<file path="src/rtl/armleo_stream_pkg.sv">
// ---------------------------------------------------------------------------
// armleo_stream_pkg
// Shared definitions for the stream arbiter slice.
//   arb_state_t : arbiter FSM state. IDLE sits between packets and picks the
//                 next port; LOCKED forwards one packet from the granted port.
//   SKID_DEPTH  : number of entries in the optional output skid buffer.
// ---------------------------------------------------------------------------
package armleo_stream_pkg;

   typedef enum logic {
      IDLE   = 1'b0,
      LOCKED = 1'b1
   } arb_state_t;

   localparam int SKID_DEPTH = 2;

endpackage

</file>
<file path="src/rtl/armleo_stream_skid.sv">
// ---------------------------------------------------------------------------
// armleo_stream_skid
// Two-entry valid/ready skid buffer. Adds one cycle of latency, sustains one
// beat per cycle, and registers the upstream ready so there is no
// combinational path from i_m_ready to o_s_ready.
// Ports:
//   clk, rst_n    : clock, synchronous active-low reset
//   i_s_valid     : upstream beat valid
//   o_s_ready     : upstream beat accept (registered)
//   i_s_data      : upstream payload
//   o_m_valid     : downstream beat valid (registered)
//   i_m_ready     : downstream accept
//   o_m_data      : downstream payload (registered)
// ---------------------------------------------------------------------------
module armleo_stream_skid
   import armleo_stream_pkg::*;
#(
   parameter int PAYLOAD_W = 8
) (
   input  logic                 clk,
   input  logic                 rst_n,
   input  logic                 i_s_valid,
   output logic                 o_s_ready,
   input  logic [PAYLOAD_W-1:0] i_s_data,
   output logic                 o_m_valid,
   input  logic                 i_m_ready,
   output logic [PAYLOAD_W-1:0] o_m_data
);

   // Entry 0 drives the output; entry 1 catches the beat that was accepted
   // upstream in the same cycle the output stalled.
   logic [PAYLOAD_W-1:0]  r_buf [SKID_DEPTH];
   logic [SKID_DEPTH-1:0] r_buf_valid;
   logic                  w_out_free;
   logic                  w_s_xfer;

   assign o_s_ready  = ~r_buf_valid[1];
   assign o_m_valid  = r_buf_valid[0];
   assign o_m_data   = r_buf[0];
   assign w_out_free = ~r_buf_valid[0] | i_m_ready;
   assign w_s_xfer   = i_s_valid & o_s_ready;

   always_ff @(posedge clk) begin
      if (!rst_n) begin
         r_buf_valid <= '0;
      end else if (w_out_free) begin
         // Upstream is held off while entry 1 is full, so draining it into
         // entry 0 never collides with a new incoming beat.
         if (r_buf_valid[1]) begin
            r_buf_valid[0] <= 1'b1;
            r_buf_valid[1] <= 1'b0;
         end else begin
            r_buf_valid[0] <= i_s_valid;
         end
      end else if (w_s_xfer) begin
         r_buf_valid[1] <= 1'b1;
      end
   end

   // NOTE: payload storage has no reset; the valid bits alone decide whether
   // an entry holds a real beat, so clearing the data would buy nothing.
   always_ff @(posedge clk) begin
      if (w_out_free) begin
         if (r_buf_valid[1]) begin
            r_buf[0] <= r_buf[1];
         end else begin
            r_buf[0] <= i_s_data;
         end
      end else if (w_s_xfer) begin
         r_buf[1] <= i_s_data;
      end
   end

endmodule

</file>
<file path="src/rtl/armleo_stream_arbiter.sv">
// ---------------------------------------------------------------------------
// armleo_stream_arbiter
// Packet-level round-robin merge of WIDTH valid/ready streams into one.
// A port is granted in IDLE (one bubble cycle), then holds the output until
// the beat flagged last is transferred; the priority pointer then moves to
// the port after the one just served.
// Ports:
//   clk, rst_n : clock, synchronous active-low reset
//   in_valid   : per-port beat valid          in_ready : per-port accept
//   in_data    : flat payload, port i at [i*DATA_W +: DATA_W]
//   in_last    : per-port last-beat flag
//   out_valid  : merged beat valid            out_ready : downstream accept
//   out_data   : merged payload               out_last  : merged last flag
//   out_idx    : source port of the current beat
// Configuration:
//   ARMLEO_STREAM_ARBITER_OUTREG_EN : when defined, outputs pass through a
//   two-entry skid buffer (one cycle of latency, registered in_ready).
//   When undefined, outputs are combinational from the granted port.
// ---------------------------------------------------------------------------
module armleo_stream_arbiter
   import armleo_stream_pkg::*;
#(
   parameter int WIDTH  = 4,
   parameter int DATA_W = 32
) (
   input  logic                     clk,
   input  logic                     rst_n,
   input  logic [WIDTH-1:0]         in_valid,
   output logic [WIDTH-1:0]         in_ready,
   input  logic [WIDTH*DATA_W-1:0]  in_data,
   input  logic [WIDTH-1:0]         in_last,
   output logic                     out_valid,
   input  logic                     out_ready,
   output logic [DATA_W-1:0]        out_data,
   output logic                     out_last,
   output logic [$clog2(WIDTH)-1:0] out_idx
);

   localparam int IDX_W = $clog2(WIDTH);

   arb_state_t        r_state, w_state_nxt;
   logic [IDX_W-1:0]  r_gidx, w_gidx_nxt;
   logic [IDX_W-1:0]  r_ptr, w_ptr_nxt;
   logic [IDX_W-1:0]  w_scan;
   logic [IDX_W-1:0]  w_pick_idx;
   logic [IDX_W-1:0]  w_gidx_inc;
   logic              w_any_valid;
   logic              w_core_valid;
   logic              w_core_ready;
   logic              w_core_last;
   logic              w_core_xfer;
   logic [DATA_W-1:0] w_core_data;

   // Round-robin pick: offsets are walked from the far end toward 0 so the
   // requesting port closest to ptr is the last, winning assignment.
   always_comb begin
      w_any_valid = 1'b0;
      w_pick_idx  = '0;
      w_scan      = '0;
      for (int i = WIDTH - 1; i >= 0; i--) begin
         w_scan = IDX_W'((int'(r_ptr) + i) % WIDTH);
         if (in_valid[w_scan]) begin
            w_any_valid = 1'b1;
            w_pick_idx  = w_scan;
         end
      end
   end

   // Explicit wrap keeps the pointer legal when WIDTH is not a power of two.
   assign w_gidx_inc  = (r_gidx == IDX_W'(WIDTH - 1)) ? '0 : r_gidx + IDX_W'(1);

   assign w_core_data = in_data[r_gidx * DATA_W +: DATA_W];
   assign w_core_last = in_last[r_gidx];
   assign w_core_xfer = w_core_valid & w_core_ready;

   // NOTE: sequential state uses non-blocking assignments so every register
   // samples the pre-edge value of the others, independent of block order.
   always_ff @(posedge clk) begin
      if (!rst_n) begin
         r_state <= IDLE;
         r_gidx  <= '0;
         r_ptr   <= '0;
      end else begin
         r_state <= w_state_nxt;
         r_gidx  <= w_gidx_nxt;
         r_ptr   <= w_ptr_nxt;
      end
   end

   // NOTE: every signal driven here is given a default first, so no path
   // through the case leaves it unassigned and no latch is inferred.
   always_comb begin
      w_state_nxt = r_state;
      w_gidx_nxt  = r_gidx;
      w_ptr_nxt   = r_ptr;
      case (r_state)
         IDLE: begin
            if (w_any_valid) begin
               w_state_nxt = LOCKED;
               w_gidx_nxt  = w_pick_idx;
            end
         end
         LOCKED: begin
            // Only the packet's final transfer releases the grant and moves
            // the pointer; requests changing mid-packet are ignored.
            if (w_core_xfer && w_core_last) begin
               w_state_nxt = IDLE;
               w_ptr_nxt   = w_gidx_inc;
            end
         end
         default: w_state_nxt = IDLE;
      endcase
   end

   // Output decode: IDLE is a bubble with nothing valid and nothing ready.
   always_comb begin
      w_core_valid = 1'b0;
      in_ready     = '0;
      if (r_state == LOCKED) begin
         w_core_valid     = in_valid[r_gidx];
         in_ready[r_gidx] = w_core_ready;
      end
   end

`ifdef ARMLEO_STREAM_ARBITER_OUTREG_EN
   localparam int PAYLOAD_W = DATA_W + 1 + IDX_W;

   logic [PAYLOAD_W-1:0] w_skid_data;

   armleo_stream_skid #(
      .PAYLOAD_W (PAYLOAD_W)
   ) u_skid (
      .clk       (clk),
      .rst_n     (rst_n),
      .i_s_valid (w_core_valid),
      .o_s_ready (w_core_ready),
      .i_s_data  ({w_core_data, w_core_last, r_gidx}),
      .o_m_valid (out_valid),
      .i_m_ready (out_ready),
      .o_m_data  (w_skid_data)
   );

   assign {out_data, out_last, out_idx} = w_skid_data;
`else
   assign w_core_ready = out_ready;
   assign out_valid    = w_core_valid;
   assign out_data     = w_core_data;
   assign out_last     = w_core_last;
   assign out_idx      = r_gidx;
`endif

endmodule

</file>
<file path="config.mk">
export PLATFORM = sky130hd
export DESIGN_NAME = armleo_stream_arbiter
export DESIGN_NICKNAME = d
export VERILOG_FILES = /design/src/rtl/armleo_stream_pkg.sv /design/src/rtl/armleo_stream_skid.sv /design/src/rtl/armleo_stream_arbiter.sv
export SDC_FILE = /design/constraint.sdc
export NUM_CORES = 1
export LEC_CHECK = 0
export BUFFER_PORTS_ARGS = -buffer_cell sky130_fd_sc_hd__buf_2
export CAP_MARGIN = 40
export CORE_AREA = 2 2 69 71
export CTS_BUF_LIST = sky130_fd_sc_hd__clkbuf_16
export CTS_CLUSTER_SIZE = 12
export DETAILED_ROUTE_END_ITERATION = 8
export DIE_AREA = 0 0 71 73
export HOLD_SLACK_MARGIN = 0.15
export PLACE_DENSITY = 0.74
export SLEW_MARGIN = 20
export SYNTH_ARGS = -nofsm -noshare
export SYNTH_HDL_FRONTEND = slang
export SYNTH_HIERARCHICAL = 1
export SYNTH_SLANG_ARGS = --single-unit
</file>
<file path="constraint.sdc">
create_clock -name clk -period 2 [get_ports clk]
set_clock_uncertainty 0.2 [all_clocks]
set_input_delay 0.2 -clock clk [delete_from_list [all_inputs] [get_ports clk]]
set_output_delay 0.2 -clock clk [all_outputs]
set_load 0.02 [all_outputs]
</file>
==> out/qor.yml <==
final_util_pct: 49.99
path_buf_inv: 2
cp_num_cells: 3
clock_path_buffers: 2
r2r-end: "r_state$_SDFF_PN0_"
drt-initial-drc-count: 74
io_pins: 179
seq_power_share_pct: 11.4
min_period_over_period_pct: 97.38
worst-setup-path-type: "reg2out"
required_ns: 1.60
synth_top_cells_by_count: "mux4_2 (33), nand2_1 (7), mux2i_1 (6)"
power_mw: 1.007
drv_slew: 0
core_mm2: 0.004536
start_kind: "flop"
hpwl_um: 5555
synthesis.nets: 235
drive_gt1_share_pct: 82.59
cts.sinks: 5
drtPass1Iterations: 5
cts_setup_buffers: 0
wl_um: 6264
diodes: 0
gp_congestion: 0.9089
setup_viol: 0
async_flop_share_pct: 0
switchingPower_uw: 348.4
chipWidth_um: 71
ys_seq_area_share_pct: 8.130
syn2layout_area_growth_pct: 84.15
reg2reg_depth: 5
placed_cells: 319
synth-edff-count: 0
path_clk_slew_ns: 0.03
pwr-share-comb_pct: 56.6
p_leak_nw: 1.144
p_per_area_mw_per_mm2: 444.2
grt_pass1_wl_um: 8928
crit_slowest_cell: "mux4_2"
cts_buffers: 3
critPathLaunch: "out_idx[0]$_SDFFE_PN0P_"
routed-via-count: 1667
synth_cells: 92
grt_pass1_vias: 1682
cts_tree: "built"
drc: 0
nets: 414
peakVddDrop_mv: 0.5315
synth_most_common_cell: "mux4_2"
num_rows: 25
ff2ff_setup_slack_ns: 0.34
fmax_mhz: 513.5
clkPwrFrac_pct: 32.0
synth_cell_type_count: 27
switching_share_pct: 34.60
grt_max_degree: 40
rsz0062_at_grt: "no"
report.final.hold_viol_count: 0
tightest_slew_ns: 0.3366
pre_cts_ws_ns: 0.2912
synth-warning-count: 6
max_slew_margin_pct: 77.37
instances_no_fill: 324
r2r_start: "out_idx[1]$_SDFFE_PN0P_"
initial_core_util_pct: 27.14
worst_slack_ns: 0.05250
synthFlopType: "dfxtp_1"
slowest_delay_ns: 0.57
fin_setup_tns_ns: 0
synth.top_cells.by_area: "mux4_2 (60%), dfxtp_1 (8.1%), mux2i_1 (4.9%), ha_1 (4.1%), nand2_1 (2.1%)"
crit_path_end: "out_data[15]"
yosysTopAreaCell: "mux4_2"
holdCritStartpoint: "in_valid[3]"
dieArea_mm2: 0.005183
root_buffer: "clkbuf_16"
clock_latency_ns: 0.23
arrival_ns: 1.55
crit_family: "multiplexers"
p_int_uw: 658.6
cts_htree_levels: 1
grt-ovfl-total: 0
die_h_um: 73
antenna_left: 0
syn_area_mm2: 0.001231
antenna_found_initial: 1
status: "finished clean"
min_period_ns: 1.948
endpoint_kind: "primary output"
synth-seq-cells: 5
drv_cap: 0
io_buffer_count: 178
wl_per_cell_um: 19.33
yosysTopAreaCellShare_pct: 60.37
via_per_inst: 5.145
cp_cell_sequence: "buf_12 -> mux4_2 -> buf_2"
syn_avg_cell_area_um2: 13.38
min_path_type: "in2reg"
grt_use_total_pct: 22.99
path_max_fanout: 29
==> layout by cell type, fill, tap and decap left out <==
| cell type | n |
|---|---|
| o22ai_1 | 1 |
| nor2_1 | 4 |
| buf_4 | 1 |
| mux2i_1 | 6 |
| nand3_2 | 1 |
| a21oi_1 | 3 |
| dfxtp_1 | 3 |
| o21a_1 | 2 |
| nand2_1 | 7 |
| buf_2 | 178 |
| and2_1 | 2 |
| nand2b_1 | 1 |
| o41ai_2 | 1 |
| dlygate4sd3_1 | 1 |
| nor4_2 | 1 |
| or2_4 | 1 |
| mux4_2 | 33 |
| or2b_1 | 1 |
| dfxtp_2 | 2 |
| a21boi_1 | 1 |
| o21ai_0 | 1 |
| ha_1 | 4 |
| buf_12 | 2 |
| and3_1 | 4 |
| o221ai_1 | 1 |
| clkbuf_16 | 3 |
| inv_1 | 4 |
| a21boi_0 | 1 |
==> metrics by stage <==
step	hold WS, ns	area (µm²)
2_1_floorplan	0.1175	1231
3_3_place_gp	0.2691	2178
3_5_place_dp	0.2757	2178
4_1_cts	0.2245	2267
5_1_grt	0.2622	2267
6_report	0.2201	2267
==> worst register-to-register path, cell delays in order, from the launching register on <==
cell      delay (ns)
dfxtp_2         0.36
buf_12          0.23
mux2i_1         0.15
o22ai_1         0.31
a21boi_1        0.13
o21a_1          0.17
==> worst min-delay path by stage <==
| stage | cells after the start | endpoint | slack [ns] |
|---|---|---|---|
| 2_1_floorplan | 1 | r_state$_SDFF_PN0_ | 0.12 |
| 3_3_place_gp | 2 | r_ptr[0]$_SDFFE_PN0P_ | 0.27 |
| 3_5_place_dp | 2 | r_ptr[0]$_SDFFE_PN0P_ | 0.28 |
| 4_1_cts | 3 | out_idx[1]$_SDFFE_PN0P_ | 0.22 |
| 5_1_grt | 3 | out_idx[1]$_SDFFE_PN0P_ | 0.26 |
| 6_report | 3 | out_idx[1]$_SDFFE_PN0P_ | 0.22 |
==> what timing repair did <==
| action | 4_1_cts | 5_1_grt |
|---|---|---|
| gates resized for setup | 0 | 0 |
| hold endpoints to repair | 5 | 0 |
| endpoints found under the setup margin | 0 | 0 |
| hold buffers | 1 | 0 |
==> state kept, by name (all words and copies together) (netlist names) <==
| register | count |
|---|---|
| out_idx | 2 |
| r_ptr | 2 |
| r_state | 1 |
==> cells by family after synthesis <==
group | count (synthesis) | share of synthesized area (%)
adders and majority gates | 4 | 4.065
AOI/OAI and AO/OA | 11 | 6.606
muxes | 39 | 65.24
and+or+nand+nor | 22 | 10.06
buffers and inverters | 11 | 5.894
DFF | 5 | 8.130
==> layout make-up <==
type | count | area (µm²)
repair buffers | 182 | 948.4
flip-flops and latches | 5 | 102.6
multi-input cells | 76 | 1059
inverters | 3 | 11.26
clock buffers | 3 | 75.07
well taps | 54 | 67.56
clock inverters | 1 | 3.754
fillers | 427 | 2268
==> metal layers <==
metal  share of wire [%]  vias to the layer above  track usage [%]
li1                    -                      753                -
met1                  36                      807            27.42
met2                  53                       99            42.06
met3                 9.7                        6            6.630
met4                0.94                        2            3.354
met5                0.11                        -                0
==> power groups by stage <==
stage | combinational [mW] | clock, mW | sequential (mW)
after CTS | 0.574 | 0.328 | 0.115
after global routing | 0.606 | 0.341 | 0.116
final | 0.570 | 0.322 | 0.115
after floorplan | 0.319 | 0 | 0.117
after detailed placement | 0.570 | 0 | 0.116
after global placement | 0.559 | 0 | 0.116
Power figures use the tool's default switching activity.
